`src/rtl/mem_port_arbiter_if.sv`:
```
// Bus bundle between the two memory requesters, the shared memory port and the arbiter.
// The arbiter takes the slave modport; the requesters/memory side takes master.
interface mem_port_arbiter_if;
    logic        core_req;
    logic [23:0] core_addr;
    logic [15:0] core_wdata;
    logic        core_we;
    logic        core_ack;
    logic [15:0] core_rdata;

    logic        disp_req;
    logic [23:0] disp_addr;
    logic [15:0] disp_wdata;
    logic        disp_we;
    logic        disp_ack;
    logic [15:0] disp_rdata;

    logic [23:0] address;
    logic [15:0] write_data;
    logic        write_enable;
    logic [15:0] read_data;
    logic        busy;
    logic        grant_id;

    modport slave (
        input  core_req, core_addr, core_wdata, core_we,
        input  disp_req, disp_addr, disp_wdata, disp_we,
        input  read_data,
        output core_ack, core_rdata, disp_ack, disp_rdata,
        output address, write_data, write_enable, busy, grant_id
    );

    modport master (
        output core_req, core_addr, core_wdata, core_we,
        output disp_req, disp_addr, disp_wdata, disp_we,
        output read_data,
        input  core_ack, core_rdata, disp_ack, disp_rdata,
        input  address, write_data, write_enable, busy, grant_id
    );
endinterface

```
`src/rtl/mem_port_arbiter.sv`:
```
// Two-requester (core / display fetch) arbiter for a single-ported memory,
// alternating on contention, with a configurable number of wait states per access.
module mem_port_arbiter #(
    parameter int unsigned WAIT_STATES = 0
) (
    input  logic                clk,
    input  logic                rst,
    mem_port_arbiter_if.slave   bus
);

    //  state    | meaning
    //  S_IDLE   | no transaction; arbitrate on any request
    //  S_ACCESS | memory port driven from latched request, 1+WAIT_STATES cycles
    //  S_DONE   | owner's ack pulse, then back to idle
    typedef enum logic [1:0] {
        S_IDLE   = 2'd0,
        S_ACCESS = 2'd1,
        S_DONE   = 2'd2
    } state_t;

    localparam logic [2:0] LP_LAST_CNT = 3'(WAIT_STATES);

    state_t      r_state;
    state_t      w_next_state;
    logic [2:0]  r_wait_cnt;
    logic        r_grant_id;
    logic        r_last_grant;
    logic [23:0] r_addr;
    logic [15:0] r_wdata;
    logic        r_we;
    logic [15:0] r_core_rdata;
    logic [15:0] r_disp_rdata;

    logic        w_grant_valid;
    logic        w_winner;
    logic        w_access_last;

    // On contention the requester that did not win last time gets the port.
    assign w_grant_valid = bus.core_req | bus.disp_req;
    assign w_winner      = (bus.core_req & bus.disp_req) ? ~r_last_grant : bus.disp_req;
    assign w_access_last = (r_wait_cnt == LP_LAST_CNT);

    always_comb begin
        w_next_state = r_state;
        case (r_state)
            S_IDLE:   if (w_grant_valid) w_next_state = S_ACCESS;
            S_ACCESS: if (w_access_last) w_next_state = S_DONE;
            S_DONE:   w_next_state = S_IDLE;
            default:  w_next_state = S_IDLE;
        endcase
    end

    always_ff @(posedge clk or posedge rst) begin
        if (rst) begin
            r_state      <= S_IDLE;
            r_wait_cnt   <= 3'd0;
            r_grant_id   <= 1'b0;
            r_last_grant <= 1'b1;
            r_addr       <= 24'd0;
            r_wdata      <= 16'd0;
            r_we         <= 1'b0;
            r_core_rdata <= 16'd0;
            r_disp_rdata <= 16'd0;
        end else begin
            r_state <= w_next_state;
            case (r_state)
                S_IDLE: begin
                    if (w_grant_valid) begin
                        r_addr       <= w_winner ? bus.disp_addr  : bus.core_addr;
                        r_wdata      <= w_winner ? bus.disp_wdata : bus.core_wdata;
                        r_we         <= w_winner ? bus.disp_we    : bus.core_we;
                        r_grant_id   <= w_winner;
                        r_last_grant <= w_winner;
                        r_wait_cnt   <= 3'd0;
                    end
                end
                S_ACCESS: begin
                    r_wait_cnt <= r_wait_cnt + 3'd1;
                    if (w_access_last && !r_we) begin
                        if (r_grant_id) r_disp_rdata <= bus.read_data;
                        else            r_core_rdata <= bus.read_data;
                    end
                end
                default: ;
            endcase
        end
    end

    // Port outputs decode from the state register, so reset clears the strobe asynchronously.
    assign bus.address      = (r_state == S_ACCESS) ? r_addr  : 24'd0;
    assign bus.write_data   = (r_state == S_ACCESS) ? r_wdata : 16'd0;
    assign bus.write_enable = (r_state == S_ACCESS) ? r_we    : 1'b0;
    assign bus.busy         = (r_state != S_IDLE);
    assign bus.grant_id     = r_grant_id;
    assign bus.core_ack     = (r_state == S_DONE) && !r_grant_id;
    assign bus.disp_ack     = (r_state == S_DONE) &&  r_grant_id;
    assign bus.core_rdata   = r_core_rdata;
    assign bus.disp_rdata   = r_disp_rdata;

endmodule

```
`src/flat_wrapper.sv`:
```
// flat-port wrapper written by rule: the top's interface ports become plain ports
module mem_port_arbiter_flat 
#(
    parameter int unsigned WAIT_STATES = 0
)
  (clk, rst, bus_core_req, bus_core_addr, bus_core_wdata, bus_core_we, bus_disp_req, bus_disp_addr, bus_disp_wdata, bus_disp_we, bus_read_data, bus_core_ack, bus_core_rdata, bus_disp_ack, bus_disp_rdata, bus_address, bus_write_data, bus_write_enable, bus_busy, bus_grant_id);
  mem_port_arbiter_if bus_i ();
  input  logic clk;
  input  logic rst;
  input wire logic [$bits(bus_i.core_req)-1:0] bus_core_req;
  input wire logic [$bits(bus_i.core_addr)-1:0] bus_core_addr;
  input wire logic [$bits(bus_i.core_wdata)-1:0] bus_core_wdata;
  input wire logic [$bits(bus_i.core_we)-1:0] bus_core_we;
  input wire logic [$bits(bus_i.disp_req)-1:0] bus_disp_req;
  input wire logic [$bits(bus_i.disp_addr)-1:0] bus_disp_addr;
  input wire logic [$bits(bus_i.disp_wdata)-1:0] bus_disp_wdata;
  input wire logic [$bits(bus_i.disp_we)-1:0] bus_disp_we;
  input wire logic [$bits(bus_i.read_data)-1:0] bus_read_data;
  output wire logic [$bits(bus_i.core_ack)-1:0] bus_core_ack;
  output wire logic [$bits(bus_i.core_rdata)-1:0] bus_core_rdata;
  output wire logic [$bits(bus_i.disp_ack)-1:0] bus_disp_ack;
  output wire logic [$bits(bus_i.disp_rdata)-1:0] bus_disp_rdata;
  output wire logic [$bits(bus_i.address)-1:0] bus_address;
  output wire logic [$bits(bus_i.write_data)-1:0] bus_write_data;
  output wire logic [$bits(bus_i.write_enable)-1:0] bus_write_enable;
  output wire logic [$bits(bus_i.busy)-1:0] bus_busy;
  output wire logic [$bits(bus_i.grant_id)-1:0] bus_grant_id;
  assign bus_i.core_req = bus_core_req;
  assign bus_i.core_addr = bus_core_addr;
  assign bus_i.core_wdata = bus_core_wdata;
  assign bus_i.core_we = bus_core_we;
  assign bus_i.disp_req = bus_disp_req;
  assign bus_i.disp_addr = bus_disp_addr;
  assign bus_i.disp_wdata = bus_disp_wdata;
  assign bus_i.disp_we = bus_disp_we;
  assign bus_i.read_data = bus_read_data;
  assign bus_core_ack = bus_i.core_ack;
  assign bus_core_rdata = bus_i.core_rdata;
  assign bus_disp_ack = bus_i.disp_ack;
  assign bus_disp_rdata = bus_i.disp_rdata;
  assign bus_address = bus_i.address;
  assign bus_write_data = bus_i.write_data;
  assign bus_write_enable = bus_i.write_enable;
  assign bus_busy = bus_i.busy;
  assign bus_grant_id = bus_i.grant_id;
  mem_port_arbiter #(.WAIT_STATES(WAIT_STATES)) u_core (.clk(clk), .rst(rst), .bus(bus_i));
endmodule
```
`config.mk`:
```
export PLATFORM = sky130hd
export DESIGN_NAME = mem_port_arbiter_flat
export DESIGN_NICKNAME = d
export VERILOG_FILES = /design/src/rtl/mem_port_arbiter_if.sv /design/src/rtl/mem_port_arbiter.sv /design/src/flat_wrapper.sv
export SDC_FILE = /design/constraint.sdc
export NUM_CORES = 1
export LEC_CHECK = 0
export CORE_MARGIN = 5
export CORE_UTILIZATION = 43
export DETAILED_ROUTE_END_ITERATION = 12
export PLACE_DENSITY = 0.9
export SLEW_MARGIN = 40
export SYNTH_ARGS = -nofsm -noshare
export SYNTH_HDL_FRONTEND = slang
export SYNTH_SLANG_ARGS = --single-unit
```
`constraint.sdc`:
```
create_clock -name clk -period 3.3 [get_ports clk]
set_input_delay 0.66 -clock clk [delete_from_list [all_inputs] [get_ports clk]]
set_output_delay 0.66 -clock clk [all_outputs]
set_load 0.01 [all_outputs]
```
==> summary.md <==
| Metric | Value |
|---|---|
| Status | `finished, final reports clean` |
| Grt total ovfl | `0` |
| Setup_tns | `0 ps` |
| CP Depth | `4` |
| Tmin final | `2640 ps` |
| Slew HR | `0.549` |
| Pin count of the biggest net entering global routing | `44` |
| Count leader, synth | `dfrtp_1` |
| First-pass GRT wire length | `15.8 mm` |
| Peak VDD IR | `357 uV` |
| Worst setup EP type | `output port` |
| Row cnt | `36` |
| Routed WL | `10.2 mm` |
| All-layer global routing usage | `0.174` |
| Area contributors post-synth | `dfrtp_1 47%, mux2_4 28%, mux2_2 9.6%, and2_1 6.1%, buf_12 1.9%` |
| Clock-pin transition on the worst setup and hold timing paths | `80 ps` |
| Longest Clk Path Bufs | `2` |
| Final Wtd Congestion | `0.732` |
| Distinct cell type count after synthesis | `30` |
| Max-cap violations | `0` |
| Post_cts resized | `0` |
| Actual slew at the worst max-slew pin | `675 ps` |
| FILL cells | `735` |
| Initial core utilization | `0.436` |
| Layout Cells excl Fill | `598` |
| Antenna diode count | `0` |
| Wire length per cell | `17.0 um` |
| Largest stage delay, worst path | `540 ps` |
| Max Clk Rate | `0.379 GHz` |
| Core ar. | `0.00964 sq mm` |
| Via count | `2865` |
| Cells along the critical path | `nor2b_2, buf_4, and2_1, clkdlybuf4s50_1` |
| FF/Latch Area | `0.00200 sq mm` |
| Hold path cells | `1` |
| DR pass1 iterations | `4` |
| Total nets after synthesis | `386` |
| Worst setup SP type | `flop` |
| Leakage power | `2.77 nW` |
| Htree depth | `3` |
| Adder-cell share of the synthesized area | `0.00595` |
| CTS tree | `done` |
| CTS root buf | `clkbuf_8` |
| Hold Crit Class | `reg2reg` |
| Slew Viols, Final | `0` |
| R2R cell count | `4` |
| Xor/xnor cell area share of the yosys netlist | `0.00208` |
| CP Data Required Time | `2640 ps` |
| Area of the multi-input gates | `0.00203 sq mm` |
| Largest family of logic cells by synthesized area | `multiplexers` |
| Flops & latches, synth | `80` |
| Mux cell area share after synthesis | `0.375` |
| CP max stage cell | `clkdlybuf4s50_1` |
| Port Buf Inserts | `178` |
| Clk sink count | `80` |
| Core Util, Final | `0.655` |
| Share of the synthesized area in the top cell type | `0.470` |
| Post-synth top cells | `79 x dfrtp_1, 78 x mux2_4, 41 x and2_1, 36 x mux2_2, 5 x buf_4` |
| Area of the die | `0.0119 sq mm` |
| Finish-stage setup viols | `0` |
| Ys async rst share | `1.00` |
| Vias in the first global route | `3163` |
| Synth Cell Area | `0.00420 sq mm` |
| Register area share after synthesis | `0.476` |
| Final nets | `565` |
| Main synth FF type | `dfrtp_1` |
| Setup CP Type | `reg2out` |
| Via-to-Cell Ratio | `4.79` |
| Design area | `0.00631 sq mm` |
| Die Width | `109 um` |
| WP buf/inv | `2` |
| DR iter-0 viols | `63` |
| Fin crit share | `0.800` |
| Largest delay share family, worst path | `buffers and inverters` |
| DRC errors left | `0` |
| Initial antenna violation count | `0` |
| Layout cell share with drive strength beyond 1 | `0.308` |
| Crit-path max FO | `28` |
| Simple-Gate Fraction of Synth Area | `0.0845` |
| CTS Buf Count | `9` |
| Power Density | `875 mW/mm^2` |
| Number of synthesized flops with an enable pin | `0` |
| Cell Area, Placed | `0.00609 sq mm` |
| Clock Latency Late Sink | `340 ps` |
| Setup Skew | `7.17 ps` |
| Cells after DPL | `583` |
| Placed wire-length estimate | `7.88 mm` |
| Die Ht | `109 um` |
| # Post-CTS Setup Buffers | `0` |
| Area leader, netlist | `dfrtp_1` |
| Post-route ant nets | `0` |
| Compound-cell area share of the yosys netlist | `0.0143` |
| Mapped Cells | `282` |
| Hold_buf cts | `0` |
| Final Hold Vio Count | `0` |
| Crit path DAT | `1980 ps` |
| Yosys warning count | `0` |
| Setup repair after global routing missed its margin | `no` |
| Area Overhead vs Synth | `50.1%` |
| Average size of a mapped cell | `14.9 sq um` |
| I/O pins | `179` |
## metal layers
layer | GRT usage | vias up | routed length, um
met5 | 0 | - | 0
met4 | 0.0523 | 0 | 95
met3 | 0.0557 | 8 | 740
met2 | 0.315 | 131 | 5250
met1 | 0.194 | 1399 | 4080
li1 | - | 1327 | -
## logic make-up (layout without fill, tap and decap cells)
family,after synthesis,after routing
buffers and inverters,20,203
muxes,114,114
AOI/OAI and AO/OA,9,9
and+or+nand+nor,56,56
xor gates and xnor gates,1,1
adders and majority gates,2,2
DFF,80,80
## flip-flops by register name, indices dropped and copies added, names as in the netlist
name and cells:
u_core.bus.core_rdata 16, u_core.r_last_grant 1, u_core.bus.disp_rdata 16, u_core.r_addr 24, u_core.r_we 1, u_core.r_state 2
u_core.r_wdata 16, u_core.r_wait_cnt 3, u_core.bus.grant_id 1
## worst paths after layout
kind                                                          to                          start  slack (ps)
min                                u_core.r_addr[15]$_DFFE_PP0P_  u_core.r_addr[15]$_DFFE_PP0P_         510
min in group asynchronous           u_core.r_addr[7]$_DFFE_PP0P_                            rst         720
max                                           bus_write_data[13]  u_core.r_state[0]$_DFFE_PP0P_         660
max reg2reg                       u_core.r_wdata[14]$_DFFE_PP0P_  u_core.r_state[0]$_DFFE_PP0P_        1230
max in group asynchronous  u_core.bus.disp_rdata[11]$_DFFE_PP0P_                            rst        1930
min reg2reg                        u_core.r_addr[15]$_DFFE_PP0P_  u_core.r_addr[15]$_DFFE_PP0P_         510
## through the flow
stage	setup WS [ps]	total power (W)	hold WS [ps]
global placement	719	0.00467	485
CTS	615	0.00560	508
detailed placement	626	0.00478	488
floorplan	590	0.00343	472
finish	660	0.00552	505
global route	506	0.00585	517
## cell usage in the layout (no fill, tap or decap), types with 2 or more instances in the layout
master           count
and2_1              41
buf_12               4
buf_4                2
bufinv_16            2
clkbuf_8            10
clkdlybuf4s50_1    178
clkinv_2             2
dfrtp_1             79
ha_1                 2
inv_1                3
mux2_2              36
mux2_4              78
nand2_1              3
nor2_1               3
o21ai_0              3
## worst reg2reg max path, delay by kind of cell (launching register included)
kind | cells | cell delay (ps)
flops | 1 | 440
simple gates | 1 | 320
compound gates | 1 | 500
mux | 1 | 380
buf+inv | 1 | 310
## cell type report
class                   instances  area share
flip-flops and latches         80       0.317
clock buffers                  10      0.0218
well taps                     133      0.0264
clock inverters                 5      0.0129
repair buffers                184       0.297
inverters                       4     0.00258
multi-input cells             182       0.322
## power breakdown
part	switching, W	internal (W)	leakage [nW]
Combinational	0.00107	0.00188	1.73
Sequential	0.000290	0.00149	0.939
Clock	0.000353	0.000443	0.108
Total	0.00171	0.00381	2.77
Power figures use the tool's default switching activity.
